**config.mk**
```make
export PLATFORM = sky130hd
export DESIGN_NAME = trigger_wheel_gen
export DESIGN_NICKNAME = d
export VERILOG_FILES = /design/src/rtl/efi_pkg.sv /design/src/rtl/twg_period_sat.sv /design/src/rtl/trigger_wheel_gen.sv
export SDC_FILE = /design/constraint.sdc
export NUM_CORES = 1
export LEC_CHECK = 0
export CAP_MARGIN = 20
export CORE_MARGIN = 1.5
export CORE_UTILIZATION = 40
export CTS_BUF_LIST = sky130_fd_sc_hd__clkbuf_2
export DETAILED_ROUTE_END_ITERATION = 7
export GPL_TIMING_DRIVEN = 0
export PLACE_DENSITY = 0.72
export SETUP_SLACK_MARGIN = 0.3
export SLEW_MARGIN = 10
export SYNTH_ARGS = -nofsm -noshare
export SYNTH_HDL_FRONTEND = slang
export SYNTH_SLANG_ARGS = --single-unit
```
**constraint.sdc**
```tcl
create_clock -name clk_i -period 11.95 [get_ports clk_i]
set_input_delay 1.195 -clock clk_i [delete_from_list [all_inputs] [get_ports clk_i]]
set_output_delay 1.195 -clock clk_i [all_outputs]
set_load 0.1 [all_outputs]
```
**src/rtl/efi_pkg.sv**
```systemverilog
// Shared types and helpers for the trigger-wheel generator.
// twg_clamp works on 32-bit values, so PERIOD_W must not exceed 32.
package efi_pkg;

    localparam int unsigned TWG_IDX_W = 8;

    typedef enum logic [0:0] {
        TWG_IDLE = 1'b0,
        TWG_RUN  = 1'b1
    } twg_state_e;

    // Upper bound applied first so that lo wins when hi < lo.
    function automatic logic [31:0] twg_clamp(input logic [31:0] val,
                                              input logic [31:0] lo,
                                              input logic [31:0] hi);
        logic [31:0] r;
        r = (val > hi) ? hi : val;
        r = (r < lo) ? lo : r;
        return r;
    endfunction

endpackage

```
**src/rtl/twg_period_sat.sv**
```systemverilog
// Combinational next-slot period: fixed-mode clamp of period_in, or ramp-mode
// saturating add of a signed step onto the current period.
module twg_period_sat
    import efi_pkg::*;
#(
    parameter int unsigned PERIOD_W   = 24,
    parameter int unsigned PERIOD_MIN = 4
) (
    input  logic                ramp_mode_i,
    input  logic                seed_i,
    input  logic [PERIOD_W-1:0] period_in_i,
    input  logic [PERIOD_W-1:0] period_cur_i,
    input  logic [PERIOD_W-1:0] period_step_i,
    input  logic [PERIOD_W-1:0] period_max_i,
    output logic [PERIOD_W-1:0] period_next_o
);

    logic [PERIOD_W:0]   sum;
    logic [PERIOD_W-1:0] raw;
    logic [PERIOD_W-1:0] hi;

    always_comb begin
        sum = {1'b0, period_cur_i} + {period_step_i[PERIOD_W-1], period_step_i};
        // With a negative step the top bit flags a negative result; otherwise overflow.
        if (!ramp_mode_i || seed_i) begin
            raw = period_in_i;
        end else if (sum[PERIOD_W] && period_step_i[PERIOD_W-1]) begin
            raw = PERIOD_W'(PERIOD_MIN);
        end else if (sum[PERIOD_W]) begin
            raw = period_max_i;
        end else begin
            raw = sum[PERIOD_W-1:0];
        end
        hi            = ramp_mode_i ? period_max_i : '1;
        period_next_o = PERIOD_W'(twg_clamp(32'(raw), 32'(PERIOD_MIN), 32'(hi)));
    end

endmodule

```
**src/rtl/trigger_wheel_gen.sv**
```systemverilog
// Parametrised crank trigger-wheel generator (TEETH_TOTAL-TEETH_MISSING) with fixed or
// ramping slot period. Define TWG_CAM_EN to add the 720-degree cam output.
module trigger_wheel_gen
    import efi_pkg::*;
#(
    parameter int unsigned TEETH_TOTAL   = 60,
    parameter int unsigned TEETH_MISSING = 2,
    parameter int unsigned PERIOD_W      = 24,
    parameter int unsigned PERIOD_MIN    = 4
) (
    input  logic                 clk_i,
    input  logic                 reset_ni,
    input  logic                 enable_i,
    input  logic                 ramp_mode_i,
    input  logic [PERIOD_W-1:0]  period_in_i,
    input  logic [PERIOD_W-1:0]  period_step_i,
    input  logic [PERIOD_W-1:0]  period_max_i,
    output logic                 vrin_o,
    output logic [TWG_IDX_W-1:0] tooth_idx_o,
    output logic                 rev_pulse_o,
`ifdef TWG_CAM_EN
    output logic                 cam_o,
`endif
    output logic [PERIOD_W-1:0]  period_cur_o
);

    localparam int unsigned          TeethReal = TEETH_TOTAL - TEETH_MISSING;
    localparam logic [TWG_IDX_W-1:0] LastIdx   = TWG_IDX_W'(TEETH_TOTAL - 1);

    twg_state_e           state_q;
    logic [PERIOD_W-1:0]  phase_q, phase_d;
    logic [PERIOD_W-1:0]  period_q, period_d;
    logic [TWG_IDX_W-1:0] tooth_q, tooth_d;
    logic                 vrin_q, vrin_d;
    logic                 rev_q;
    logic                 slot_end;
    logic                 wrap;
    logic [PERIOD_W-1:0]  period_nxt;
`ifdef TWG_CAM_EN
    logic                 rev_odd_q, rev_odd_d;
    logic                 cam_q;
`endif

    twg_period_sat #(
        .PERIOD_W   (PERIOD_W),
        .PERIOD_MIN (PERIOD_MIN)
    ) u_period_sat (
        .ramp_mode_i   (ramp_mode_i),
        .seed_i        (state_q == TWG_IDLE),
        .period_in_i   (period_in_i),
        .period_cur_i  (period_q),
        .period_step_i (period_step_i),
        .period_max_i  (period_max_i),
        .period_next_o (period_nxt)
    );

    // Inputs only reach the slot registers through period_nxt at a slot boundary.
    always_comb begin
        slot_end = (phase_q == period_q - PERIOD_W'(1));
        wrap     = slot_end && (tooth_q == LastIdx);
        phase_d  = slot_end ? '0 : phase_q + PERIOD_W'(1);
        period_d = slot_end ? period_nxt : period_q;
        tooth_d  = tooth_q;
        if (slot_end) begin
            tooth_d = wrap ? '0 : tooth_q + TWG_IDX_W'(1);
        end
        vrin_d = (32'(tooth_d) < TeethReal) && (phase_d < (period_d >> 1));
`ifdef TWG_CAM_EN
        rev_odd_d = rev_odd_q ^ wrap;
`endif
    end

    always_ff @(posedge clk_i) begin
        if (!reset_ni || (state_q == TWG_RUN && !enable_i)) begin
            state_q   <= TWG_IDLE;
            phase_q   <= '0;
            period_q  <= '0;
            tooth_q   <= '0;
            vrin_q    <= 1'b0;
            rev_q     <= 1'b0;
`ifdef TWG_CAM_EN
            rev_odd_q <= 1'b0;
            cam_q     <= 1'b0;
`endif
        end else begin
            unique case (state_q)
                TWG_IDLE: begin
                    if (enable_i) begin
                        state_q   <= TWG_RUN;
                        phase_q   <= '0;
                        period_q  <= period_nxt;
                        tooth_q   <= '0;
                        vrin_q    <= 1'b1;
                        rev_q     <= 1'b1;
`ifdef TWG_CAM_EN
                        rev_odd_q <= 1'b0;
                        cam_q     <= 1'b1;
`endif
                    end
                end
                TWG_RUN: begin
                    phase_q   <= phase_d;
                    period_q  <= period_d;
                    tooth_q   <= tooth_d;
                    vrin_q    <= vrin_d;
                    rev_q     <= wrap;
`ifdef TWG_CAM_EN
                    rev_odd_q <= rev_odd_d;
                    cam_q     <= (tooth_d == '0) && !rev_odd_d;
`endif
                end
                default: state_q <= TWG_IDLE;
            endcase
        end
    end

    assign vrin_o       = vrin_q;
    assign tooth_idx_o  = tooth_q;
    assign rev_pulse_o  = rev_q;
    assign period_cur_o = period_q;
`ifdef TWG_CAM_EN
    assign cam_o        = cam_q;
`endif

endmodule

```
==> impl_summary.md, run 1 <==
Critical path
The arrival time at the worst endpoint is 11.58 ns. Along the worst path, the maximum fanout reaches 10. STA classifies the critical path startpoint as an input port. Data on the critical path is required at its endpoint by approximately 12 ns. The slowest cell on the critical path is o21ai_0. The setup check on the worst reg-to-reg path leaves a slack of 1.43 ns. The largest single stage delay on the critical path is roughly 0.65 ns. The critical path start-end classification is in2reg.

The kind of end point of the critical path is a flip-flop.

Timing
The worst path needs roughly 11 ns of the cycle, external delays included. The final number of setup-violating endpoints is 0. The worst hold margin is 0.5333 ns. The final count of pins violating max slew is 0. Setup repair after global routing left no endpoint under its margin.

At the pin with the least slew margin, the transition time is about 1.0 ns. The period utilization is 0.9254. Setup slack on the critical path of the routed design comes to 0.8914 ns.

For the final database, setup skew stands at 0.01719 ns. The maximum clock rate is 0.09043 GHz. The headroom to the max-slew limit is 0.2933. The final count of hold timing violations is 0.

Drt
The detailed router's first-iteration violation count is 698. After detailed routing, the number of vias per cell comes to 5.967. The wire length per cell is 20.35 um. The number of DRC violations after detailed routing is 0. The count of nets left with antenna violations once routing finished came out at 0. The via count is 8807. The final layout contains routed wiring with a total length of ~30000 um. The number of iterations in the first detailed-routing pass is 5.

Yosys
The Yosys step of the flow raised 0 warnings. The main combinational cell family by area after synthesis is simple AND/OR/NAND/NOR gates. Counting flops and latches in the post-synthesis netlist gives just under 60.

The mean area per synthesized cell is 7.269 um^2. The post-synthesis net count is 1239. The share of the synthesized area in compound gates (AO/OA/AOI/OAI) was 0.2682. The share of the Yosys chip area taken by registers is 0.1493. The synthesized-area fraction occupied by adder cells is 0.1196. The post-synth design cell area is 7909 um^2. Of the total synthesized cell area, the portion taken by XOR and XNOR cells is 0.07087.

The portion of synthesized area spent on multiplexers is 0.03860. Ranked by total cell area, the synthesized netlist is headed by dfxtp_1 15%, ha_1 12%, a21oi_1 5.4%. The most used flip-flop cell after synthesis is dfxtp_1.

The synthesized design spends more area on one cell type than any other, namely dfxtp_1. Sorting the synthesized cells by how often they occur yields 90 x nor2_1, 85 x a21oi_1, 84 x nand2_1. The distinct cell type count of the synthesized netlist is 80. Among all cell types in the netlist, the one instantiated most often is nor2_1. The area share of and/or/nand/nor cells after synthesis is 0.2993. The synthesized instance count is 1088. The share of the synthesized area in the top cell type is 0.1493. In the synthesized netlist the async set-or-reset flop fraction comes to 0. Counting flops with a built-in enable in the synthesized netlist gives 0.

Final layout
Measured on the finished design, the core utilization comes to 0.4869. The final-stage net count is 1357. The total of fill cells in the finished design is 1998. In the final layout, the multi-input gates occupy 6306 um^2. The diode insertion count for antenna repair is 0. After the flow finishes, the layout carries non-filler instances totaling between 1k and 1.5k.

The register area is between 1000 and 1500 um^2. The area growth from synthesis to layout is 19.43%. The post-route cell area is 9445 um^2. In the final layout, the share of cells above drive strength 1 is 0.05698.

Clocking
The count of instances resized after the clock tree is built is 0. The root cell of the clock tree is clkbuf_2. The CTS tree is done. The H-tree was split into 3 levels. Clock-pin slew was measured on the worst setup and hold paths at 0.20 ns.

Counting the buffers created by CTS gives 9. The number of post-CTS setup repair buffers is 0. The worst-skew pair later-pin latency is 0.55 ns. Hold repair after CTS inserted 0 buffers. Clock tree synthesis found a total of 59 sinks. The clock passes through at most 2 buffers.

Power
The standby leakage power is 0.003693 uW. The largest vdd supply drop is 0.00004580 V. The power density of the placed cells is 78.08 nW/um^2.

Placement
The total placed instance area is 9311 um^2. At the end of routability-driven placement, the weighted congestion stood at 0.9711. The HPWL after detailed placement is 24520 um. The minimum setup slack after placement is -0.2271 ns. The number of placed instances, taps included, is 1460. The total of buffers placed on input and output ports is 107.

Status
The flow ran to the end, and the final reports show no timing, DRC or antenna violations.

GRT
The global route total overflow is 0. The global-route wire length before repair is roughly 46000 um. The via count of the first global-routing pass is 8329. For this run, the total global-route usage over all layers was measured as 0.2889. The number of antenna violations at the first check in global routing was 0. Entering global routing, the biggest net connects 13 pins.

Hold path
In this run the worst hold path is classified as reg2reg.

Floorplanning
The total area inside the core boundary comes to 19400 um^2. Row generation in the floorplan step produced slightly above 50 rows. For this configuration, the core starts out at a cell density of 0.4077.

In this run the count of I/O pins placed on the die edge is 110. The overall die area is 20630 um^2. The die is 143.6 um tall. The die is ~140 um wide.

Flow run
The count of max-cap constraint violations is 0.
[layout by cell type (no fill, tap or decap), types with 5 or more instances in the layout]
cell type,count
a211oi_1,5
nor3b_1,8
or2_2,8
a21oi_1,85
o21ai_0,64
ha_1,74
o31ai_1,14
clkbuf_2,14
xnor2_1,33
nand3b_1,7
and3_1,16
nand4_1,27
a31oi_1,8
and2_1,15
clkbuf_1,47
or3_1,10
nor3_1,25
xor2_1,31
mux2i_1,26
buf_2,16
inv_1,22
a22oi_1,37
a311oi_1,6
a21o_1,26
nand2b_1,8
o21a_1,11
nor4_1,16
or4_1,6
clkdlybuf4s50_1,107
nand3_1,39
nor2_1,90
o211ai_1,7
nor2b_1,63
a21boi_0,5
nand2_1,84
a2111oi_0,5
dfxtp_1,59
[power breakdown]
group / internal (uW) / leakage, uW / switching (uW) / total (uW)
combinational: 136 / 0.00315 / 241 / 377
sequential: 204 / 0.000480 / 17.7 / 222
clock: 48.9 / 0.0000643 / 89.7 / 139
total: 389 / 0.00369 / 348 / 738
[state kept, by name, indices dropped and copies added, names as in the netlist]
| name | cells |
|---|---|
| period_cur_o | 24 |
| vrin_o | 1 |
| state_q | 1 |
| rev_pulse_o | 1 |
| tooth_idx_o | 8 |
| phase_q | 24 |
[worst max-delay path: cells and delay by family]
kind            cells  cell delay [ns]
buf+inv             5             1.40
mux                 1             0.09
compound gates     17             4.60
simple gates       12             2.72
fa+ha+maj           5             1.53
[layout make-up]
| type | instances | share of cell area |
|---|---|---|
| clock buffer | 9 | 0.004769 |
| timing repair buffer | 107 | 0.1134 |
| clock inverter | 7 | 0.008345 |
| tap | 265 | 0.03510 |
| sequential | 59 | 0.1250 |
| inverter | 22 | 0.008743 |
| buffer | 75 | 0.03696 |
| multi-input combinational | 932 | 0.6676 |
[cell families after synthesis]
logic type,count (synthesis)
xor gates and xnor gates,64
buffers and inverters,97
DFF,59
adders and majority gates,75
muxes,30
AOI/OAI and AO/OA,320
and+or+nand+nor,443
[metrics by stage]
stage,TNS [ns],power [uW]
detailed placement,-0.2271,596.1
global route,0,779.0
floorplan,0,474.7
global placement,-0.2238,594.7
finish,0,737.5
CTS,0,735.0
[layer usage]
| metal | routed length, um | vias up | track usage |
|---|---|---|---|
| li1 | - | 4296 | - |
| met5 | 0 | - | 0 |
| met3 | 1855 | 67 | 0.02133 |
| met1 | 13220 | 4090 | 0.3737 |
| met2 | 13660 | 354 | 0.4891 |
| met4 | 1311 | 0 | 0.1327 |
[worst paths after layout]
| path | from | end | cells after the start |
|---|---|---|---|
| worst max-delay path | period_step_i[0] | vrin_o | 40 |
| worst min register to register | rev_pulse_o | rev_pulse_o | 1 |
| worst min-delay path | rev_pulse_o | rev_pulse_o | 1 |
| worst max register to register | period_cur_o[0] | vrin_o | 39 |
(Power assumes the default switching activity.)
==> inputs of run 2 (changes only) <==
--- a/config.mk
+++ b/config.mk
@@ -10,9 +10,9 @@
 export CORE_UTILIZATION = 40
 export CTS_BUF_LIST = sky130_fd_sc_hd__clkbuf_2
 export DETAILED_ROUTE_END_ITERATION = 7
-export GPL_TIMING_DRIVEN = 0
 export PLACE_DENSITY = 0.72
 export SETUP_SLACK_MARGIN = 0.3
+export SKIP_CTS_REPAIR_TIMING = 1
 export SLEW_MARGIN = 10
 export SYNTH_ARGS = -nofsm -noshare
 export SYNTH_HDL_FRONTEND = slang
==> run 2 against run 1 <==
  * Critical path type unchanged
  * Register-to-register slack improved by 1.0 ns
  * Combinational power decreased by 3%
  * Clock skew up 0.0080 ns
  * Final cell count is 4.2% lower
  * Via count shrank 1.6%
  * Sequential power rose by 2%
  * Final area decreased by 3.0%
==> impl_summary.md, run 2 (synthesis gave the netlist of run 1 again) <==
GRT
The global router's overall resource usage was 0.2732 (was 0.2889). The maximum number of pins on one net before global-route repair is 55 (was 13). The global route total overflow is 0 (unchanged). The via count of the first global-routing pass is 7875 (was 8329). The global-route wire length before repair is 43510 um (was 45510 um). The number of antenna violations at the first check in global routing came to 0 (unchanged).

Status
Status: complete, no violations (unchanged).

Drt
The number of iterations in the first detailed-routing pass came to 5 (unchanged). The via count is 8662 (was 8807). The post-route antenna net violation count is 0 (unchanged). The final wirelength is 28540 um (was 30040 um). The number of DRC violations after detailed routing came to 0 (unchanged). The wire length per cell is 20.18 um (was 20.35 um).

The detailed router's first-iteration violation count is 709 (was 698). The via count normalized by instance count was 6.126 (was 5.967).

Final layout
The total of fill cells in the finished design is 1990 (was 1998). The fraction of final layout cells sized beyond drive strength 1 is 0.04526 (was 0.05698). The diode insertion count for antenna repair is 0 (unchanged). The post-route non-filler standard cell count was 1414 (was 1476).

The final-stage net count is 1295 (was 1357). Top library cells by usage in the layout, fill and taps aside: 109 x clkdlybuf4s50_1, 90 x nor2_1, 85 x a21oi_1 (was 107 x clkdlybuf4s50_1, 90 x nor2_1, 85 x a21oi_1). The signed area change from the synthesized netlist to the final layout is 15.85% (was 19.43%). The most common cell after layout, fill and taps aside is clkdlybuf4s50_1 (unchanged).

Critical path
The maximum cell stage delay along the critical path is 0.56 ns (was 0.65 ns). The arrival time at the worst endpoint is 10.53 ns (was 11.58 ns). The kind of end point of the critical path is a flip-flop (unchanged).

The data required time at the worst endpoint is 12.45 ns (was 12.47 ns). The slowest cell on the critical path is o2111ai_1 (was o21ai_0). The maximum net fanout on the critical path is 17 (was 10).

The type of origin of the critical path is an input port (unchanged). The gate family responsible for the most delay along the worst path is compound AO/OA/AOI/OAI gates (unchanged). The buffering stage count on the worst path with inverters included was 2 (was 5). The critical path start-end classification is in2reg (unchanged). In this design, the critical path's most frequently occurring cell is ha_1.

Power
The largest vdd supply drop is 0.00003778 V (was 0.00004580 V). The total power of the final layout is 698.4 uW (was 737.5 uW). The power density of the placed cells is 76.22 nW/um^2 (was 78.08 nW/um^2). The standby leakage power is 0.003559 uW (was 0.003693 uW).

Timing
The final count of pins violating max slew is 0 (unchanged). The aggregate negative setup slack is 0 ns (unchanged). The final number of setup-violating endpoints came to 0 (unchanged).

The final count of hold timing violations is 0 (unchanged). Unrepaired setup endpoints after global routing: no (unchanged). The period utilization was 0.8397 (was 0.9254). The minimum period implied by the final worst setup slack came to 10.03 ns (was 11.06 ns).

The actual transition at the worst max-transition pin was 1.115 ns (was 1.049 ns). The worst hold margin was 0.5252 ns (was 0.5333 ns). The maximum clock rate is 0.09966 GHz (was 0.09043 GHz). The headroom to the max-slew limit is 0.2564 (was 0.2933).

The setup clock skew after layout is 0.02522 ns (was 0.01719 ns).

Clocking
The worst-skew pair later-pin latency came to 0.55 ns (about the same). The CTS H-tree depth is 3 (unchanged). The CTS buffer count was 9 (unchanged). The number of sinks on the clock net is 59 (unchanged). The root cell of the clock tree is clkbuf_2 (unchanged). The CTS tree is done (unchanged). The clock transition at the register clock pins on the worst setup and hold paths after CTS is 0.17 ns (was 0.20 ns).

The worst-case clock buffer depth was 2 (unchanged).

Placement
The final estimated routing congestion in global placement is 0.9690 (was 0.9711). The total of buffers placed on input and output ports is 109 (was 107). The number of cells after detailed placement is 1397 (was 1460). The HPWL after detailed placement is 22450 um (was 24520 um).

Floorplanning
The I/O pin count is 110 (unchanged). The die width is 143.6 um (unchanged). The core box area came to 19400 um^2 (unchanged). The placement row count came to 51 (unchanged).

The starting density of the core is 0.4077 (unchanged). The overall die area is 20630 um^2 (unchanged). The vertical die dimension came to 143.6 um (unchanged).

Hold path
The class of the worst hold path is reg2reg (unchanged).

Flow run
The count of max-cap constraint violations is 0 (unchanged).
-- run 2: cell count changes in the layout (fill, tap and decap cells not counted), moves of 3 or more --
cell | before | now
buf_4 | 2 | 10
clkbuf_1 | 47 | 0
clkinv_4 | 3 | 0
buf_6 | 3 | 0
clkinv_2 | 0 | 4
clkbuf_2 | 14 | 9
buf_2 | 16 | 1
-- run 2: cell type report --
class / count / area (um^2) / area share
clock inverter: 7 / 35.03 / 0.003824
sequential: 59 / 1181 / 0.1289
clock buffer: 9 / 45.04 / 0.004916
inverter: 22 / 82.58 / 0.009013
tap: 265 / 331.6 / 0.03619
multi-input combinational: 932 / 6316 / 0.6893
timing repair buffer: 120 / 1171 / 0.1278
-- run 2: final timing paths --
kind | from | to | slack (ns) | depth (start not counted)
min reg2reg | rev_pulse_o | rev_pulse_o | 0.53 | 1
max | period_step_i[0] | vrin_o | 1.92 | 37
min | rev_pulse_o | rev_pulse_o | 0.53 | 1
max reg2reg | period_cur_o[0] | vrin_o | 2.46 | 36
-- run 2: power by group --
part	switching, uW	internal [uW]	total [uW]	leakage [uW]
clock network	81.3	24.4	106	0.0000563
registers	22.6	204	227	0.000480
logic	230	136	366	0.00302
-- run 2: stage by stage --
stage          area [um^2]    util  worst slack, ns
2_1_floorplan         7909       -            3.025
3_3_place_gp          9077  0.4679            1.671
3_5_place_dp          9077  0.4679            1.509
4_1_cts               9158  0.4721            2.023
5_1_grt               9163  0.4723            1.294
6_report              9163  0.4723            1.916
-- run 2: layer usage --
metal  track usage  routed length (um)  share of wire  vias to the layer above
met5             0                   0              0                        -
met4       0.09882                 875          0.031                        0
met3       0.03699                1996          0.070                       49
met2        0.4552               13030           0.46                      379
met1        0.3590               12630           0.44                     4067
li1              -                   -              -                     4167
